[config.mk]
export PLATFORM = sky130hd
export DESIGN_NAME = frequency_meter
export DESIGN_NICKNAME = d
export VERILOG_FILES = /design/src/rtl/frequency_meter.sv
export SDC_FILE = /design/constraint.sdc
export NUM_CORES = 1
export LEC_CHECK = 0
export ABC_CLOCK_PERIOD_IN_PS = 5700
export CAP_MARGIN = 25
export CORE_MARGIN = 2
export CORE_UTILIZATION = 55
export CTS_CLUSTER_DIAMETER = 50
export DETAILED_ROUTE_END_ITERATION = 16
export GPL_ROUTABILITY_DRIVEN = 0
export PLACE_DENSITY = 0.76
export SYNTH_ARGS = -nofsm -noshare
export SYNTH_HDL_FRONTEND = slang
export SYNTH_SLANG_ARGS = --single-unit
[constraint.sdc]
create_clock -name clk -period 5.7 [get_ports clk]
set_input_delay 0.855 -clock clk [delete_from_list [all_inputs] [get_ports clk]]
set_output_delay 0.855 -clock clk [all_outputs]
set_load 0.01 [all_outputs]
[src/rtl/frequency_meter.sv]
// Gated frequency meter: counts synchronized rising edges of meas_in over a
// selectable gate of GATE_1S / {1,10,100,1000} clk cycles, single-shot or continuous.
module frequency_meter #(
    parameter int GATE_1S = 50_000_000,
    parameter int COUNT_W = 27
) (
    input  logic               clk,
    input  logic               reset,
    input  logic               meas_in,
    input  logic               start,
    input  logic               cont,
    input  logic [1:0]         gate_sel,
    output logic [COUNT_W-1:0] freq_count,
    output logic               valid,
    output logic               overflow,
    output logic               busy
);

    localparam int GATE_W  = $clog2(GATE_1S + 1);
    localparam int N3_RAW  = GATE_1S / 1000;
    localparam int N3_INT  = (N3_RAW == 0) ? 1 : N3_RAW;

    localparam logic [GATE_W-1:0]  N_SEL0    = GATE_W'(GATE_1S);
    localparam logic [GATE_W-1:0]  N_SEL1    = GATE_W'(GATE_1S / 10);
    localparam logic [GATE_W-1:0]  N_SEL2    = GATE_W'(GATE_1S / 100);
    localparam logic [GATE_W-1:0]  N_SEL3    = GATE_W'(N3_INT);
    localparam logic [GATE_W-1:0]  GATE_LAST = GATE_W'(1);
    localparam logic [COUNT_W-1:0] CNT_MAX   = {COUNT_W{1'b1}};

    typedef enum logic [1:0] {IDLE, ARM, GATE, DONE} state_t;

    state_t             state;
    state_t             state_next;
    logic               meas_s1;
    logic               meas_s2;
    logic               meas_prev;
    logic               edge_p;
    logic [GATE_W-1:0]  gate_cnt;
    logic [GATE_W-1:0]  gate_len;
    logic [COUNT_W-1:0] edge_cnt;
    logic [COUNT_W-1:0] edge_cnt_next;
    logic               sat;
    logic               sat_next;
    logic               gate_last;

    always_comb begin
        case (gate_sel)
            2'b00:   gate_len = N_SEL0;
            2'b01:   gate_len = N_SEL1;
            2'b10:   gate_len = N_SEL2;
            default: gate_len = N_SEL3;
        endcase
    end

    assign gate_last = (gate_cnt == GATE_LAST);

    always_comb begin
        state_next = state;
        case (state)
            IDLE:    if (start || cont) state_next = ARM;
            ARM:     state_next = GATE;
            GATE:    if (gate_last) state_next = DONE;
            DONE:    state_next = cont ? ARM : IDLE;
            default: state_next = IDLE;
        endcase
    end

    // Saturating edge counter; the count including the final gate cycle is
    // published on entry to DONE so freq_count is already valid with the pulse.
    always_comb begin
        edge_cnt_next = edge_cnt;
        sat_next      = sat;
        if (state == GATE && edge_p) begin
            if (edge_cnt == CNT_MAX) begin
                sat_next = 1'b1;
            end else begin
                edge_cnt_next = edge_cnt + COUNT_W'(1);
            end
        end
    end

    always_ff @(posedge clk) begin
        if (reset) begin
            state      <= IDLE;
            meas_s1    <= 1'b0;
            meas_s2    <= 1'b0;
            meas_prev  <= 1'b0;
            edge_p     <= 1'b0;
            gate_cnt   <= '0;
            edge_cnt   <= '0;
            sat        <= 1'b0;
            freq_count <= '0;
            overflow   <= 1'b0;
        end else begin
            state     <= state_next;
            meas_s1   <= meas_in;
            meas_s2   <= meas_s1;
            meas_prev <= meas_s2;
            edge_p    <= meas_s2 & ~meas_prev;
            case (state)
                ARM: begin
                    edge_cnt <= '0;
                    sat      <= 1'b0;
                    gate_cnt <= gate_len;
                end
                GATE: begin
                    gate_cnt <= gate_cnt - GATE_LAST;
                    edge_cnt <= edge_cnt_next;
                    sat      <= sat_next;
                    if (gate_last) begin
                        freq_count <= edge_cnt_next;
                        overflow   <= sat_next;
                    end
                end
                default: ;
            endcase
        end
    end

    assign valid = (state == DONE);
    assign busy  = (state == ARM) || (state == GATE);

endmodule
==> qor.txt, run 1 <==
Distinct cells, synth - 52
Drt first pass iters - 5
Cell Area, Synth - 4700 um^2
Root Driver - clkbuf_8
Syn nets - 617
Placement-stage worst setup slack - 2.72 ns
Crit path launch type - flip-flop
Final setup violation count - 0
Yosys warning total - 0
Max Root-Sink Buffers - 2
Crit-path max FO - 18
Die area - 9300 um^2
IO Pins - 37
Clock Sinks - 88
Reg2Reg Depth - 6
Crit Path Class - reg -> out
HPWL after DPL - 7.89 mm
Hold WS - 0.393 ns
Transition time of the tightest slew-check pin - 1.00 ns
Final Util - 63.6%
Remaining antenna violation count - 0
CP arrival - 2.20 ns
Slew Limit Fails - 0
Synth top area share - 37.5%
Mux cell area share after synthesis - 1.28%
Core Region - 8260 um^2
Tot GR Track Use - 26.4%
HP Class - reg -> reg
Total number of vias - 4,450
Top post-synthesis cells by area - dfxtp_1 (37%), nor2_1 (5.9%), a211oi_1 (5.0%)
First-pass GRT wire length - 18.9 mm
Slew HR - 33.3%
Antenna violations before repair - 0
RSZ-0062 raised after global routing - no
Syn_area_per_cell - 7.89 um^2
Initial drt markers - 357
Xor and xnor area share after synthesis - 5.03%
Fmax - 327 MHz
CTS clk-pin slew, worst paths - 0.08 ns
Final nets - 629
Synth cell count leaders - dfxtp_1 (88), nor2_1 (74), nand2_1 (47)
Vias per cell - 6.22
# diodes - 0
Setup TNS - 0 ns
VDD IR max - 0.293 mV
Post-synth EDFFs - 0
Starting density of the core - 56.9%
Hold Path Stages - 1
Max_cap viols - 0
Post-synthesis compound-gate area fraction - 19.9%
Worst Setup End Kind - output port
Post-CTS sizing - 0
Main combinational cell family by area after synthesis - simple AND/OR/NAND/NOR gates
Wire per inst - 16.4 um
Overall routed net length - 11.7 mm
Top FF cell, synth - dfxtp_1
Sequential element share of the synthesized area - 37.5%
Hold Vio Cnt, Final - 0
Clock latency reported for the late side of the worst-skew pair - 0.37 ns
Static Leak - 1.72 nW
P per Cell Area - 399 nW/um^2
DIE WIDTH - 96.4 um
Yosys reg bits - 88
Layout Skew - 0.00639 ns
Die Y - 96.4 um
Num CTS Buffers - 9
Layout cells sized above 1 - 4.75%
H-tree levels - 3
Most common cell in the netlist - dfxtp_1
Largest net degree at the start of global routing - 52
# Post-CTS Setup Buffers - 0
# hold bufs at CTS - 0
Synth area leader - dfxtp_1
Final worst setup slack - 2.64 ns
DRC Markers - 0
Register-to-register setup slack - 2.69 ns
Vias in the first global route - 3,895
CTS tree - yes
Global route overflow - 0
Tmin final - 3.06 ns
Tcrit/Tclk final - 53.6%
Cell Rows - 33
Synthesized-area fraction occupied by adder cells - 3.73%
Mapped Cells - 596
Required time of the critical path - 4.85 ns
Status - complete, no violations
Area share of and/or/nand/nor cells after synthesis - 27.8%
Asr flop ratio synth - 0%
Area grow syn2layout - 11.8%
Port Buf Inserts - 36
==> critical path, stage by stage, from the launching register on <==
cell,delay [ns]
dfxtp_1,0.41
inv_1,0.09
ha_1,0.68
clkdlybuf4s50_1,0.65
==> state kept, by name (all words and copies together) (netlist names) <==
name and flops:
edge_cnt 27, meas_prev 1, gate_cnt 26, meas_s2 1
freq_count 27, edge_p 1, overflow 1, sat 1
meas_s1 1, state 2
==> per-layer routing <==
layer	up-vias	share of wire, %	GRT usage (%)
met4	0	2.4	10.2
met2	165	46	43.4
met1	2064	45	34.4
li1	2192	-	-
met5	-	0	0
met3	29	6.0	4.89
==> area by class of cell <==
type	instances	area, um^2
Tap cell	105	131
Clock buffer	11	151
Timing Repair Buffer	43	405
Inverter	14	52.6
Clock inverter	3	42.5
Fill cell	722	3000
Sequential cell	88	1760
Multi-Input combinational cell	452	2710
==> layout by cell type (no fill, tap or decap), types with 8 or more instances in the layout <==
cell / synthesis / routed
a211oi_1: 31 / 31
a21oi_1: 34 / 34
a31oi_1: 24 / 24
clkbuf_8: 0 / 11
clkdlybuf4s50_1: 0 / 35
dfxtp_1: 88 / 88
ha_1: 14 / 14
inv_1: 13 / 13
nand2_1: 47 / 47
nand3_1: 26 / 26
nand4_1: 18 / 18
nor2_1: 74 / 74
nor2b_1: 8 / 8
nor3_1: 22 / 22
nor4_1: 16 / 16
o21ai_0: 25 / 25
or3_1: 12 / 12
or4_1: 10 / 10
xnor2_1: 14 / 14
xor2_1: 13 / 13
==> power by group <==
group / total, mW / leakage, nW / switching (mW) / internal [mW]
sequential: 0.757 / 0.713 / 0.0730 / 0.684
combinational: 0.897 / 0.913 / 0.591 / 0.306
clock: 0.443 / 0.0973 / 0.221 / 0.221
total: 2.10 / 1.72 / 0.885 / 1.21
==> logic make-up after synthesis <==
| logic type | after synthesis |
|---|---|
| simple gates | 259 |
| fa+ha+maj | 14 |
| compound gates | 146 |
| mux | 6 |
| buf+inv | 56 |
| flops | 88 |
| xor+xnor | 27 |
==> stage by stage <==
| stage | total power [mW] | area [um^2] | std cells |
|---|---|---|---|
| 5_1_grt | 2.24 | 5260 | 716 |
| 4_1_cts | 2.09 | 5260 | 716 |
| 3_5_place_dp | 1.65 | 5060 | 702 |
| 6_report | 2.10 | 5260 | 716 |
| 3_3_place_gp | 1.62 | 5060 | 701 |
| 2_1_floorplan | 1.45 | 4700 | 596 |
==> final timing paths <==
path / from / end
worst max register to register: gate_cnt[0] / freq_count[9]
worst min-delay path: meas_prev / edge_p
worst min register to register: meas_prev / edge_p
worst max-delay path: state[1] / busy
Power figures use the tool's default switching activity.
==> run 2, diff against run 1 <==
Settings changed: ABC_CLOCK_PERIOD_IN_PS 5700 to 2500, CORE_UTILIZATION 55 to 53.
Clock period 5.7 ns to 2.5 ns, I/O delays scaled along.
==> run 2 against run 1 <==
Against the previous run:
- total power increased to 2.6 times the previous value
- cell area increased by 9.1%
- register-to-register slack got worse by 2.6 ns
- combinational power increased to 2.7 times the previous value
- critical path depth increased by 5
- sequential cell count unchanged
- largest cell class unchanged
==> qor.txt, run 2 (synthesized netlist as in run 1, its figures left out) <==
HPWL after DPL - 9.06 mm (+15%)
Largest net degree at the start of global routing - 41 (-21%)
Antenna violations before repair - 0 (unchanged)
Num CTS Buffers - 9 (unchanged)
P per Cell Area - 943 nW/um^2 (+140%)
DRC Markers - 0 (unchanged)
Most common library cell in the layout ignoring fill and taps - dfxtp_1
Crit Path Class - reg -> reg
Non-Filler Instances - 766 (+7.0%)
Overall routed net length - 12.6 mm (+7.5%)
H-tree levels - 3 (unchanged)
Layout Skew - 0.0133 ns (+0.00687 ns)
Tot GR Track Use - 26.6% (+0.25 points)
Crit-path max FO - 4 (-14)
Tmin final - 2.39 ns
Port Buf Inserts - 36 (unchanged)
Slew Limit Fails - 0 (unchanged)
Layout cells sized above 1 - 13.2% (+8.5 points)
Max_cap viols - 0 (unchanged)
RSZ-0062 raised after global routing - yes
Die Y - 98.2 um (+1.8%)
Crit path launch type - flip-flop
Required time of the critical path - 2.78 ns (-2.07 ns)
# hold bufs at CTS - 0 (unchanged)
Die area - 9640 um^2 (+3.6%)
Final setup violation count - 0 (unchanged)
Tcrit/Tclk final - 95.4%
Max Root-Sink Buffers - 2 (unchanged)
HP Class - reg -> reg
VDD IR max - 0.669 mV (+130%)
Drt first pass iters - 5 (unchanged)
Sw Share - 40.8% (-1.4 points)
CP arrival - 2.67 ns (+0.47 ns)
IO Pins - 37 (unchanged)
DIE WIDTH - 98.2 um (+1.8%)
CTS clk-pin slew, worst paths - 0.10 ns (+0.02 ns)
FF/Latch Area - 1760 um^2 (unchanged)
Clock latency reported for the late side of the worst-skew pair - 0.37 ns (about the same)
Int Power - 3.20 mW (+160%)
Vias in the first global route - 4,451 (+14%)
Footprint of the multi-input gates - 2770 um^2 (+2.3%)
Wire per inst - 16.4 um (+0.51%)
Fillers - 769 (+6.5%)
# Post-CTS Setup Buffers - 0 (unchanged)
Global route overflow - 0 (unchanged)
Sequential share of power - 32.0% (-4.1 points)
First-pass GRT wire length - 21.1 mm (+11%)
Transition time of the tightest slew-check pin - 0.620 ns (-0.380 ns)
Combinational Power Share - 45.1% (+2.3 points)
Hold WS - 0.386 ns (-0.00707 ns)
Starting density of the core - 54.2% (-2.8 points)
Cell Rows - 34 (+3.0%)
Remaining antenna violation count - 0 (unchanged)
Clock power frac - 22.9% (+1.8 points)
Hold Vio Cnt, Final - 0 (unchanged)
CTS tree - yes
Final nets - 674 (+7.2%)
Largest registers - edge_cnt (27), freq_count (27), gate_cnt (26)
Placed insts - 750 (+6.8%)
Static Leak - 1.98 nW (+15%)
Most frequent cells in the layout - dfxtp_1 (88), nor2_1 (74), buf_4 (51)
# diodes - 0 (unchanged)
Initial drt markers - 214 (-40%)
Vias per cell - 6.09 (-2.0%)
Post-CTS sizing - 0 (unchanged)
Root Driver - clkbuf_8
Area grow syn2layout - 22.0%
Slew HR - 58.7% (+25 points)
Fmax - 419 MHz
Worst Setup End Kind - flip-flop
Clock Sinks - 88 (unchanged)
Psw - 2.21 mW (+150%)
Final Util - 66.0% (+2.4 points)
Total number of vias - 4,664 (+4.8%)
Status - complete, no violations
Tot Pwr - 5.40 mW (+160%)
Core Region - 8680 um^2 (+5.1%)
## run 2: power by group through the flow
| stage | clock network (mW) | logic (mW) | registers [mW] |
|---|---|---|---|
| 2_1_floorplan | 0 | 1.59 | 1.70 |
| 3_3_place_gp | 0 | 2.22 | 1.73 |
| 3_5_place_dp | 0 | 2.30 | 1.75 |
| 4_1_cts | 1.25 | 2.32 | 1.71 |
| 5_1_grt | 1.30 | 2.70 | 1.75 |
| 6_report | 1.24 | 2.44 | 1.73 |
## run 2: metrics by stage
| step | cell area, um^2 | setup slack [ns] | setup TNS [ns] |
|---|---|---|---|
| 6_report | 5730 | 0.114 | 0 |
| 4_1_cts | 5660 | 0.00893 | 0 |
| 3_5_place_dp | 5410 | 0.0231 | 0 |
| 3_3_place_gp | 5410 | 0.0932 | 0 |
| 2_1_floorplan | 4700 | 0.0767 | 0 |
| 5_1_grt | 5730 | -0.0239 | -0.0239 |
## run 2: worst paths after layout
check / slack, ns / startpoint / end / depth (start not counted)
hold reg to reg: 0.39 / meas_prev / edge_p / 1
setup / recovery: 0.11 / edge_cnt[0] / freq_count[7] / 8
hold / removal: 0.39 / meas_prev / edge_p / 1
setup reg to reg: 0.11 / edge_cnt[0] / freq_count[7] / 8
## run 2: worst max-delay path, cell delays in order, from the launching register on
cell and delay [ns]:
dfxtp_1 0.35, ha_1 0.17, nand4_1 0.19, or4_4 0.60, buf_4 0.16, o211a_1 0.28, nor2b_1 0.19, xnor2_1 0.13
a211oi_1 0.23
## run 2: final cells by class
| cell class | count | area share (%) |
|---|---|---|
| Sequential cell | 88 | 30.7 |
| Tap cell | 108 | 2.36 |
| Multi-Input combinational cell | 452 | 48.4 |
| Clock buffer | 10 | 2.40 |
| Timing Repair Buffer | 88 | 13.2 |
| Inverter | 14 | 0.917 |
| Clock inverter | 6 | 2.01 |
## run 2: routing by layer
layer  track usage (%)  routed length, um
met5                 0                  0
met1              33.2               5270
met3              4.15                767
met4              13.7                484
met2              44.7               6070
==> run 3, diff against run 2 <==
Settings changed: ABC_CLOCK_PERIOD_IN_PS 2500 to unset.
==> results of run 3 <==
The final DEF is identical to that of run 2; final timing and power are the same.
